**config.mk**
```make
export PLATFORM = sky130hd
export DESIGN_NAME = sfr_bus_arb
export DESIGN_NICKNAME = d
export VERILOG_FILES = /design/src/rtl/sfr_bus_arb.sv
export SDC_FILE = /design/constraint.sdc
export NUM_CORES = 1
export LEC_CHECK = 0
export CORE_ASPECT_RATIO = 2
export CORE_UTILIZATION = 40
export DETAILED_ROUTE_END_ITERATION = 16
export GPL_TIMING_DRIVEN = 0
export HOLD_SLACK_MARGIN = 0.15
export PLACE_DENSITY = 0.76
export SYNTH_ARGS = -nofsm -noshare
export SYNTH_HDL_FRONTEND = slang
export SYNTH_SLANG_ARGS = --single-unit
```
**constraint.sdc**
```tcl
create_clock -name clkcpu -period 3.8 [get_ports clkcpu]
set_input_delay 1.14 -clock clkcpu [delete_from_list [all_inputs] [get_ports clkcpu]]
set_output_delay 1.14 -clock clkcpu [all_outputs]
set_load 0.02 [all_outputs]
```
**src/rtl/sfr_bus_arb.sv**
```systemverilog
// sfr_bus_arb: arbitrates the off-core SFR bus between the CPU and a debug master.
// It runs one transfer at a time with round-robin on ties, and stalls the CPU
// with sfrwait until its transfer ends. A cycle counter force-terminates a bus
// phase that never receives an ack.
module sfr_bus_arb #(
    parameter int TOUT_W   = 4,
    parameter int TOUT_MAX = 15
) (
    input  logic       clkcpu,
    input  logic       rst,
    input  logic [6:0] cpu_sfraddr,
    input  logic [7:0] cpu_sfrdatao,
    input  logic       cpu_sfrwe,
    input  logic       cpu_sfroe,
    input  logic       cpu_int_hit,
    output logic       sfrwait,
    output logic [7:0] cpu_sfrdatai,
    input  logic       dbg_req,
    input  logic       dbg_we,
    input  logic [6:0] dbg_addr,
    input  logic [7:0] dbg_wdat,
    output logic       dbg_gnt,
    output logic       dbg_done,
    output logic [7:0] dbg_rdat,
    output logic [6:0] esfr_addr,
    output logic [7:0] esfr_wdat,
    output logic       esfr_we,
    output logic       esfr_oe,
    input  logic [7:0] esfr_rdat,
    input  logic       esfr_ack,
    output logic       tout_err,
    input  logic       tout_clr
);

    typedef enum logic [2:0] {
        IDLE    = 3'd0,
        CPU_BUS = 3'd1,
        CPU_END = 3'd2,
        DBG_BUS = 3'd3,
        DBG_END = 3'd4
    } state_t;

    // Counter value seen during the last bus cycle allowed before forced termination
    localparam logic [TOUT_W-1:0] TOUT_LAST = TOUT_W'(TOUT_MAX - 1);

    state_t            state_r;
    state_t            next_state_s;
    logic              last_dbg_r;     // 1 = debug held the bus most recently
    logic [TOUT_W-1:0] tout_cnt_r;
    logic              cpu_req_s;
    logic              grant_cpu_s;
    logic              grant_dbg_s;
    logic              bus_phase_s;
    logic              tout_hit_s;
    logic              bus_done_s;
    logic [7:0]        cap_data_s;

    assign cpu_req_s   = (cpu_sfroe | cpu_sfrwe) & ~cpu_int_hit;
    assign bus_phase_s = (state_r == CPU_BUS) || (state_r == DBG_BUS);
    // An ack in the last allowed cycle wins over the timeout
    assign tout_hit_s  = bus_phase_s & ~esfr_ack & (tout_cnt_r == TOUT_LAST);
    assign bus_done_s  = bus_phase_s & (esfr_ack | tout_hit_s);
    // Without an ack the bus phase ended by timeout, so reads return all ones
    assign cap_data_s  = esfr_ack ? esfr_rdat : 8'hFF;
    // The stall is released only in the CPU's end cycle and is forced low in reset
    assign sfrwait     = ~rst & cpu_req_s & (state_r != CPU_END);

    // Round-robin grant decision, only taken from IDLE
    always_comb begin
        grant_cpu_s = 1'b0;
        grant_dbg_s = 1'b0;
        if (state_r == IDLE) begin
            if (cpu_req_s && dbg_req) begin
                grant_cpu_s = last_dbg_r;
                grant_dbg_s = ~last_dbg_r;
            end else begin
                grant_cpu_s = cpu_req_s;
                grant_dbg_s = dbg_req;
            end
        end else begin
            grant_cpu_s = 1'b0;
            grant_dbg_s = 1'b0;
        end
    end

    // Next-state logic of the transfer sequencer
    always_comb begin
        next_state_s = state_r;
        case (state_r)
            IDLE: begin
                if (grant_cpu_s) begin
                    next_state_s = CPU_BUS;
                end else if (grant_dbg_s) begin
                    next_state_s = DBG_BUS;
                end else begin
                    next_state_s = IDLE;
                end
            end
            CPU_BUS: begin
                if (bus_done_s) begin
                    next_state_s = CPU_END;
                end else begin
                    next_state_s = CPU_BUS;
                end
            end
            DBG_BUS: begin
                if (bus_done_s) begin
                    next_state_s = DBG_END;
                end else begin
                    next_state_s = DBG_BUS;
                end
            end
            CPU_END: next_state_s = IDLE;
            DBG_END: next_state_s = IDLE;
            default: next_state_s = IDLE;
        endcase
    end

    // State register
    always_ff @(posedge clkcpu or posedge rst) begin
        if (rst) begin
            state_r <= IDLE;
        end else begin
            state_r <= next_state_s;
        end
    end

    // Debug handshake outputs registered from the next state
    always_ff @(posedge clkcpu or posedge rst) begin
        if (rst) begin
            dbg_gnt  <= 1'b0;
            dbg_done <= 1'b0;
        end else begin
            dbg_gnt  <= (next_state_s == DBG_BUS);
            dbg_done <= (next_state_s == DBG_END);
        end
    end

    // Remember the last winner so the other requester wins the next tie
    always_ff @(posedge clkcpu or posedge rst) begin
        if (rst) begin
            last_dbg_r <= 1'b1;
        end else if (grant_cpu_s) begin
            last_dbg_r <= 1'b0;
        end else if (grant_dbg_s) begin
            last_dbg_r <= 1'b1;
        end
    end

    // External bus address/data/strobes: latched on grant, strobes dropped on termination
    always_ff @(posedge clkcpu or posedge rst) begin
        if (rst) begin
            esfr_addr <= 7'h00;
            esfr_wdat <= 8'h00;
            esfr_we   <= 1'b0;
            esfr_oe   <= 1'b0;
        end else if (grant_cpu_s) begin
            esfr_addr <= cpu_sfraddr;
            esfr_wdat <= cpu_sfrdatao;
            esfr_we   <= cpu_sfrwe;
            esfr_oe   <= cpu_sfroe & ~cpu_sfrwe;
        end else if (grant_dbg_s) begin
            esfr_addr <= dbg_addr;
            esfr_wdat <= dbg_wdat;
            esfr_we   <= dbg_we;
            esfr_oe   <= ~dbg_we;
        end else if (bus_done_s) begin
            esfr_we   <= 1'b0;
            esfr_oe   <= 1'b0;
        end
    end

    // Bus-phase cycle counter: cleared on grant, counts cycles without ack
    always_ff @(posedge clkcpu or posedge rst) begin
        if (rst) begin
            tout_cnt_r <= '0;
        end else if (grant_cpu_s || grant_dbg_s) begin
            tout_cnt_r <= '0;
        end else if (bus_phase_s && !esfr_ack) begin
            tout_cnt_r <= tout_cnt_r + TOUT_W'(1);
        end
    end

    // Read data capture at the end of a read bus phase, steered to its owner
    always_ff @(posedge clkcpu or posedge rst) begin
        if (rst) begin
            cpu_sfrdatai <= 8'h00;
            dbg_rdat     <= 8'h00;
        end else if (bus_done_s && esfr_oe) begin
            if (state_r == CPU_BUS) begin
                cpu_sfrdatai <= cap_data_s;
            end else begin
                dbg_rdat <= cap_data_s;
            end
        end
    end

    // Sticky timeout flag; a new timeout beats a simultaneous clear
    always_ff @(posedge clkcpu or posedge rst) begin
        if (rst) begin
            tout_err <= 1'b0;
        end else if (tout_hit_s) begin
            tout_err <= 1'b1;
        end else if (tout_clr) begin
            tout_err <= 1'b0;
        end
    end

endmodule

```
==> results_dict.tcl <==
set metrics [dict create \
    status "completed" \
    synth_top_area_share_pct 53.8 \
    first_pass_iters 4 \
    slew_headroom_pct 70.9 \
    dpl_worst_slack_ns -0.147 \
    drt_iter0_markers 51 \
    rr_worst_depth 7 \
    routedWlPerCell_microns 14.2 \
    whs_ns 0.486 \
    min_from "esfr_wdat[3]" \
    hold_violations 0 \
    dieArea_sq_um 5310 \
    vias 1577 \
    syn_to_final_growth_pct 52.8 \
    die-height_microns 102 \
    syn_area_per_cell_sq_um 12.3 \
    r2r_start "tout_cnt_r[0]" \
    worstPathRequired_ns 2.66 \
    worst_slack_ns 0.371 \
    power_uw 2300 \
    yosysSeqAreaShare_pct 55.1 \
    grt_max_degree 26 \
    fin_crit_ns 3.43 \
    synth.largest_area_cell "dfrtp_1" \
    crit_family "buffers and inverters" \
    finalMaxSlewViolations 0 \
    end_kind "primary output" \
    final_cells 312 \
    cp.arrival_ns 2.29 \
    cts_tree "yes" \
    maxCapViolCount 0 \
    fin_crit_sh_pct 90.2 \
    port_buffers 83 \
    diodes 0 \
    cpPeakStageDelay_ns 0.52 \
    hold_class "flip-flop to flip-flop" \
    overflow 0 \
    setup.worst_path.start_class "input pin" \
    clk-insertion-delay-late_ns 0.29 \
    wl_microns 4440 \
    r2r_slack_ns 1.92 \
    place_congestion 0.769 \
    finalSetupViolCount 0 \
    syn-cell-area_sq_um 2000 \
    crit_type "input pin to primary output" \
    ys_ff_latch 44 \
    clockRootBuffer "clkbuf_8" \
    rsz0062_at_grt "false" \
    yosys-top-cells-area "dfrtp_1 (54%), mux2_1 (9.0%), a222oi_1 (6.0%), nand2b_1 (3.1%), inv_1 (3.0%)" \
    power_density_nw_per_um2 754 \
    synth_edf_count 0 \
    core_region_area_sq_um 4820 \
    grt_pass1_wl_microns 7130 \
    worst_ir_drop_vdd_mv 0.538 \
    synthArstFlopShare_pct 100 \
    cp-endpoint "sfrwait" \
    yosysWarnings 0 \
    synth_cell_types 36 \
    drc 0 \
    start_util_pct 41.5 \
    via_per_inst 5.05 \
    cts-buffers-inserted 5 \
    hold_buffers 0 \
    critical_path.startpoint "rst" \
    htreeDepth 2 \
    crit_chain "clkdlybuf4s50_1 -> clkinv_4 -> o311a_2 -> dlymetal6s2s_1" \
    cp_max_fo 21 \
    leakagePower_uw 0.00134 \
    fin_setup_tns_ns 0 \
    drive_above_1_share_pct 11.4 \
    ios 84 \
    num_rows 36 \
    cp_slowest_cell "clkdlybuf4s50_1" \
    clkSinkCount 44 \
    skew_ns 0.0105 \
    synthMostInstantiatedCell "dfrtp_1" \
    cts_setup_buffers 0 \
    worst-path-buf-inv 3 \
    dp_cells 304 \
    cts_buffer_depth 2 \
    grt_pass1_vias 1537 \
    fin_nets 303 \
    post_cts_resized 2 \
    cp.depth 4 \
    antenna_found_initial 0 \
    hpwl_microns 3430 \
    synth_nets 212 \
    reg2reg_to "cpu_sfrdatai[6]" \
    worst_pin_slew_ns 0.434 \
    track_usage_pct 17.9 \
    synth_common_cells "dfrtp_1 (43), inv_1 (16), mux2_1 (16), a222oi_1 (12), nand2b_1 (10)" \
    die_w_microns 52.0 \
    ant_nets 0 \
    clk_pin_slew_ns 0.08 \
    syn_inst 163 \
    nFillCells 406 \
    max_freq_mhz 292 \
    ys.flop_type "dfrtp_1" \
]
[tightest hold or removal path, cell delays in order, from the launching register on]
cell,delay [ns]
dfrtp_1,0.34
nand2_1,0.05
o21ai_1,0.06
[cells by family after synthesis]
kind of cell / share of synthesized area [%]
multiplexers: 11.0
flip-flops: 55.1
buffers and inverters: 6.69
AO/OA/AOI/OAI: 13.3
adder cells (fa/ha/maj): 1.25
XOR/XNOR: 1.31
AND/OR/NAND/NOR: 11.4
[how the worst min path moves through the flow]
stage	end	slack, ns	cells past startpoint
finish	esfr_wdat[3]	0.49	2
global route	dbg_rdat[2]	0.51	1
CTS	esfr_wdat[3]	0.49	2
detailed placement	esfr_wdat[3]	0.47	2
global placement	esfr_wdat[3]	0.47	2
floorplan	last_dbg_r	0.52	1
[stage by stage]
| stage | util (%) | cell area, sq um |
|---|---|---|
| final | 63.4 | 3060 |
| after global routing | 63.4 | 3060 |
| after CTS | 63.4 | 3050 |
| after detailed placement | 60.6 | 2920 |
| after global placement | 60.2 | 2900 |
| after floorplan | - | 2000 |
[where the power goes]
group	total, uW	internal (uW)	switching, uW	leakage [uW]
Sequential	799	678	121	0.000534
Combinational	1120	580	540	0.000743
Clock	385	232	153	0.0000645
Total	2300	1490	815	0.00134
[placed cells by master (no fill, tap or decap), types with 2 or more instances in the layout]
master | Yosys | layout
mux2_1 | 16 | 16
clkdlybuf4s50_1 | 0 | 82
nor2_1 | 8 | 8
a21oi_1 | 2 | 2
o21bai_1 | 2 | 2
ha_1 | 2 | 2
nand2b_1 | 10 | 10
xnor2_1 | 2 | 2
inv_1 | 16 | 15
buf_6 | 5 | 5
buf_2 | 2 | 2
o21ai_1 | 6 | 6
and3_1 | 3 | 3
a222oi_1 | 12 | 12
nand3_1 | 3 | 3
clkbuf_8 | 0 | 7
dfrtp_1 | 43 | 43
mux2i_1 | 4 | 4
nand2_1 | 8 | 8
[per-layer routing]
metal,part of all wire (%),global-route usage (%)
met1,36,19.3
met2,58,33.5
met3,3.7,2.68
met4,2.1,6.65
met5,0,0
[cell type report]
cell class / instances / area [sq um] / share of cell area (%)
flip-flops and latches: 44 / 1100 / 36.1
clock inverters: 1 / 30.0 / 0.982
well taps: 57 / 71.3 / 2.33
plain buffers: 8 / 73.8 / 2.42
inverters: 16 / 65.1 / 2.13
repair buffers: 84 / 853 / 27.9
multi-input cells: 95 / 764 / 25.0
clock buffers: 7 / 96.3 / 3.15
[state kept, by name (all words and copies together) (netlist names), 3 cells and up]
register      flops
dbg_rdat          8
tout_cnt_r        4
esfr_addr         7
cpu_sfrdatai      8
esfr_wdat         8
state_r           3
No activity file was read; power rests on OpenSTA's default activity.
